==> config.mk <==
export PLATFORM = sky130hd
export DESIGN_NAME = writeback_stage
export DESIGN_NICKNAME = d
export VERILOG_FILES = /design/src/rtl/wb_pkg.sv /design/src/rtl/writeback_stage_load_extend.sv /design/src/rtl/writeback_stage.sv
export SDC_FILE = /design/constraint.sdc
export NUM_CORES = 1
export LEC_CHECK = 0
export ABC_AREA = 1
export BUFFER_PORTS_ARGS = -buffer_cell sky130_fd_sc_hd__buf_2
export CORE_MARGIN = 2
export CORE_UTILIZATION = 35
export CTS_BUF_LIST = sky130_fd_sc_hd__clkbuf_4 sky130_fd_sc_hd__clkbuf_8
export DETAILED_ROUTE_END_ITERATION = 16
export HOLD_SLACK_MARGIN = 0.06
export PLACE_DENSITY_LB_ADDON = 0.05
export SLEW_MARGIN = 10
export SYNTH_ARGS = -nofsm -noshare
export SYNTH_HDL_FRONTEND = slang
export SYNTH_HIERARCHICAL = 1
export SYNTH_SLANG_ARGS = --single-unit
export TNS_END_PERCENT = 5
==> constraint.sdc <==
create_clock -name clk -period 3.4 [get_ports clk]
set_input_delay 0.68 -clock clk [delete_from_list [all_inputs] [get_ports clk]]
set_output_delay 0.68 -clock clk [all_outputs]
set_load 0.02 [all_outputs]
==> src/rtl/wb_pkg.sv <==
// Shared types and defaults for the writeback stage: load funct3 encodings,
// the buffered-load entry layout and the default load FIFO depth.
package wb_pkg;

    localparam int unsigned WB_DEFAULT_FIFO_DEPTH = 2;

    typedef enum logic [2:0] {
        LD_LB  = 3'd0,
        LD_LH  = 3'd1,
        LD_LW  = 3'd2,
        LD_LBU = 3'd4,
        LD_LHU = 3'd5
    } ld_funct3_e;

    typedef struct packed {
        logic [4:0]  rd;
        logic [31:0] value;
    } wb_entry_t;

endpackage

==> src/rtl/writeback_stage_load_extend.sv <==
// Combinational load data extraction: picks the byte/halfword addressed by
// addr_lo out of the aligned memory word and sign- or zero-extends it.
module load_extend
    import wb_pkg::*;
(
    input  logic [2:0]  funct3,
    input  logic [1:0]  addr_lo,
    input  logic [31:0] word,
    output logic [31:0] value
);

    logic [7:0]  byte_sel;
    logic [15:0] half_sel;

    always_comb begin
        byte_sel = word[{addr_lo, 3'b000} +: 8];
        half_sel = addr_lo[1] ? word[31:16] : word[15:0];
        case (funct3)
            LD_LB:   value = {{24{byte_sel[7]}}, byte_sel};
            LD_LBU:  value = {24'h0, byte_sel};
            LD_LH:   value = {{16{half_sel[15]}}, half_sel};
            LD_LHU:  value = {16'h0, half_sel};
            LD_LW:   value = word;
            default: value = '0;
        endcase
    end

endmodule

==> src/rtl/writeback_stage.sv <==
// Register-file writeback: merges the ALU channel with a FIFO of returned loads.
// Optional `WB_SCOREBOARD_EN adds a 'pending' destination-register bitmap.
module writeback_stage
    import wb_pkg::*;
#(
    parameter int unsigned LOAD_FIFO_DEPTH = WB_DEFAULT_FIFO_DEPTH
) (
    input  logic        clk,
    input  logic        reset,
    input  logic        alu_valid,
    output logic        alu_ready,
    input  logic [4:0]  alu_rd,
    input  logic [31:0] alu_value,
    input  logic        ld_valid,
    output logic        ld_ready,
    input  logic [4:0]  ld_rd,
    input  logic [2:0]  ld_funct3,
    input  logic [1:0]  ld_addr_lo,
    input  logic [31:0] ld_word,
    output logic        rf_write_enable,
    output logic [4:0]  rf_address_write,
    output logic [31:0] rf_value_write
`ifdef WB_SCOREBOARD_EN
    ,
    output logic [31:0] pending
`endif
);

    localparam int unsigned PTR_W = (LOAD_FIFO_DEPTH > 1) ? $clog2(LOAD_FIFO_DEPTH) : 1;
    localparam int unsigned CNT_W = PTR_W + 1;
    localparam logic [CNT_W-1:0] DEPTH_C = CNT_W'(LOAD_FIFO_DEPTH);

    wb_entry_t         fifo_q [LOAD_FIFO_DEPTH];
    logic [PTR_W-1:0]  head_q, head_d;
    logic [PTR_W-1:0]  tail_q, tail_d;
    logic [CNT_W-1:0]  count_q, count_d;

    logic              rf_we_q, rf_we_d;
    logic [4:0]        rf_addr_q, rf_addr_d;
    logic [31:0]       rf_val_q, rf_val_d;

    logic              full, empty, ready;
    logic              ld_fire, alu_fire, deq;
    logic [31:0]       ld_ext_value;
    wb_entry_t         win;
    logic              win_valid;

    load_extend u_load_extend (
        .funct3  (ld_funct3),
        .addr_lo (ld_addr_lo),
        .word    (ld_word),
        .value   (ld_ext_value)
    );

    assign full      = (count_q == DEPTH_C);
    assign empty     = (count_q == '0);
    assign ready     = !reset && !full;
    assign alu_ready = ready;
    assign ld_ready  = ready;
    assign ld_fire   = ld_valid && ready;
    assign alu_fire  = alu_valid && ready;

    // A full FIFO forces the head load out so the ALU stall lasts one cycle.
    always_comb begin
        deq       = 1'b0;
        win_valid = 1'b0;
        win       = '0;
        if (full) begin
            deq       = 1'b1;
            win_valid = 1'b1;
            win       = fifo_q[head_q];
        end else if (alu_fire) begin
            win_valid = 1'b1;
            win.rd    = alu_rd;
            win.value = alu_value;
        end else if (!empty) begin
            deq       = 1'b1;
            win_valid = 1'b1;
            win       = fifo_q[head_q];
        end
    end

    always_comb begin
        head_d    = deq ? head_q + PTR_W'(1) : head_q;
        tail_d    = ld_fire ? tail_q + PTR_W'(1) : tail_q;
        count_d   = count_q + CNT_W'(ld_fire) - CNT_W'(deq);
        rf_we_d   = win_valid && (win.rd != 5'd0);
        rf_addr_d = rf_we_d ? win.rd : 5'd0;
        rf_val_d  = rf_we_d ? win.value : 32'd0;
    end

    always_ff @(posedge clk) begin
        if (reset) begin
            head_q    <= '0;
            tail_q    <= '0;
            count_q   <= '0;
            rf_we_q   <= 1'b0;
            rf_addr_q <= '0;
            rf_val_q  <= '0;
        end else begin
            head_q    <= head_d;
            tail_q    <= tail_d;
            count_q   <= count_d;
            rf_we_q   <= rf_we_d;
            rf_addr_q <= rf_addr_d;
            rf_val_q  <= rf_val_d;
            if (ld_fire) begin
                fifo_q[tail_q] <= '{rd: ld_rd, value: ld_ext_value};
            end
        end
    end

    assign rf_write_enable  = rf_we_q;
    assign rf_address_write = rf_addr_q;
    assign rf_value_write   = rf_val_q;

`ifdef WB_SCOREBOARD_EN
    logic [31:0] pend;

    always_comb begin
        pend = '0;
        for (int unsigned i = 0; i < LOAD_FIFO_DEPTH; i++) begin
            if (CNT_W'(i) < count_q) begin
                pend[fifo_q[PTR_W'(head_q + PTR_W'(i))].rd] = 1'b1;
            end
        end
        if (rf_we_q) begin
            pend[rf_addr_q] = 1'b1;
        end
        pend[0] = 1'b0;
    end

    assign pending = pend;
`endif

endmodule

==> metrics <==
crit-path cells=inv_1 -> nand2_1 -> nand2_1 -> inv_1 -> buf_2; Setup WS pre-CTS=about 1.1 ns; Clock Sinks=117; count leader, synth=nand2_1; top cells by area, synth=edfxtp_1, dfxtp_1, nand2_1, a21oi_1, nor2_1; Max-slew headroom=52.5%; vias per inst=between 4 and 5; Hold Vio Cnt, Final=0; GRT met2 Usage=between 20% and 30%; leakage power=2.91 nW; Final Net Count=roughly 770; initial antenna violation count=0; startpoint class of the critical path=register; grt ovf=0; total power=around 4.4 mW; CP arrival=1.31 ns; gr busiest metal=met2; fraction of layout cells with a size suffix above 1=26.4%; die extent in y=about 130 um; syn_area_per_cell=a little over 9 um^2; Initial Utilization=a little over a third; standard-cell rows=44; CP required=between 2 and 3 ns; min-delay worst type=input port to register; ant diodes=0; 1st-iter DRT viols=224; max cap viols=0; min Tclk post-route=roughly 2 ns; Worst path slowest cell=dfxtp_1; Final Hold Slack=about 0.42 ns; Post-Layout Cell Count=880; Post-synth EDFFs=74; GP Congestion=0.875; Vias=4036; DRT Wirelength=between 10 and 15 mm; Pre-antenna DRT Iters=4; first-pass GRT wire length=just over 20 mm; Post-CTS Setup Bufs=0; slowest cell delay on critical path=~0.37 ns; met1 global-route usage=between 20 and 25%; root buffer cell=clkbuf_8; clk buf depth=2; RSZ-0062 raised after global routing=false; final setup margin=~1.4 ns; CP Capture Type=output pin; area of the multi-input gates=1680 um^2; post-synth cell types=25; Power Dens Cells=between 700 and 800 nW/um^2; top-area cell type share of the netlist area=between 40% and 50%; Skew-Pair Late Insertion Delay=approximately 0.44 ns; final worst-path cycle share=between 50% and 60%; Seq/Total Area, Yosys=about 60%; pin count of the biggest net entering global routing=38; Num CTS Buffers=17; synth cell count leaders=nand2_1, edfxtp_1, nor2_1, a21oi_1, inv_1; register bit count reported by yosys=between 100 and 150; maximum VDD drop=between 200 and 300 uV; Hold-fix buffers, CTS=0; synthesized instance count=between 500 and 600; htree depth=4; Setup Skew=between 0.005 and 0.006 ns; synthesized area=a little over 5000 um^2; core area=~14000 um^2; port bufs=~120; Seq. cell area=roughly 3100 um^2; FMAX=roughly 500 MHz; Async SR Flop Fraction=0%; cell count after placement=about 850; DRC viols=0; leading area contributor after synthesis=edfxtp_1; Synth Flop Type=edfxtp_1; final instance area=approximately 6300 um^2; detailed placement HPWL=around 8.5 mm; post-place instance area=roughly 5800 um^2; Worst-path clk slew=0.07 ns; status=complete, no violations; Critical Path Fanout Max=3; Final Util=43.5%; area delta synth->final=22.2%; critical path type=register to output pin; Syn Nets=649; Die W=roughly 130 um; vias in the first global route=between 4000 and 5000; DIE AREA=~16000 um^2; met3 usage in global routing=around 4.2%; CTS tree=yes; pins over their slew limit=0; Fill cells=1507; Total GRT Usage=17.0%; Ys Warns=6; setup violators final=0; Boundary Pins=123; final setup TNS=0 ns; Slew @ Worst Pin=slightly above 0.7 ns; PostCTS Resize Cnt=0; WL/cell=approximately 15 um; remaining antenna violation count after routing=0
[area by class of cell]
| type | count | share of cell area (%) |
|---|---|---|
| flip-flops and latches | 117 | 49.2 |
| multi-input cells | 367 | 26.8 |
| repair buffers | 126 | 10.2 |
| clock buffers | 18 | 3.95 |
| well taps | 184 | 3.67 |
| inverters | 54 | 3.27 |
| clock inverters | 14 | 2.93 |
[worst max-delay path, delay by kind of cell, from the launching register on]
kind | cells | cell delay, ns
DFF | 1 | 0.37
buffers and inverters | 3 | 0.29
and+or+nand+nor | 2 | 0.20
[worst paths after layout]
check             startpoint            endpoint  slack, ns  cells after the start
hold / removal      ld_rd[4]       fifo_q[0][36]       0.42                      1
hold reg to reg       head_q            register       0.46                      1
setup reg to reg    register  rf_value_write[24]       1.46                      7
setup / recovery  count_q[0]           alu_ready       1.41                      5
[sequential cells by signal, summed over array words and instances (netlist names), named ones only]
register and cells:
fifo_q 74, rf_value_write 32, rf_address_write 5, tail_q 1
rf_write_enable 1, count_q 2, head_q 1
[report_power, final]
| group | total [mW] | switching [mW] | internal, mW |
|---|---|---|---|
| sequential | 1.76 | 0.0504 | 1.71 |
| combinational | 1.27 | 0.896 | 0.372 |
| clock | 1.38 | 0.573 | 0.810 |
| total | 4.42 | 1.52 | 2.90 |
[layout by cell type (no fill, tap or decap), types with 2 or more instances in the layout]
cell type / instances
clkinv_2: 4
nor2_8: 2
buf_4: 4
ha_1: 2
clkinvlp_4: 3
nor2_2: 10
clkinv_4: 2
nand3_1: 11
buf_2: 122
bufinv_16: 4
nand3_2: 2
clkbuf_8: 18
dfxtp_1: 43
edfxtp_1: 74
nor2_1: 71
a21oi_1: 70
o21ai_0: 17
inv_1: 49
nand2_4: 3
inv_2: 4
nand2_1: 165
o211ai_1: 7
nand2_2: 2
nor2_4: 2
[per-layer routing]
metal  wire length [um]  share of wire (%)  up-vias
met3                641                5.0       12
met4                158                1.2        0
met2               5970                 47      102
met5                  0                  0        -
li1                   -                  -     2060
met1               6050                 47     1862
[cell families (layout without fill, tap and decap cells)]
family	Yosys count	count (layout)	synth area share [%]
xor+xnor	1	1	0.171
fa+ha+maj	2	2	0.488
flops	117	117	60.1
simple gates	270	270	22.2
compound gates	94	94	9.51
buf+inv	80	212	7.51
Power figures use the tool's default switching activity.
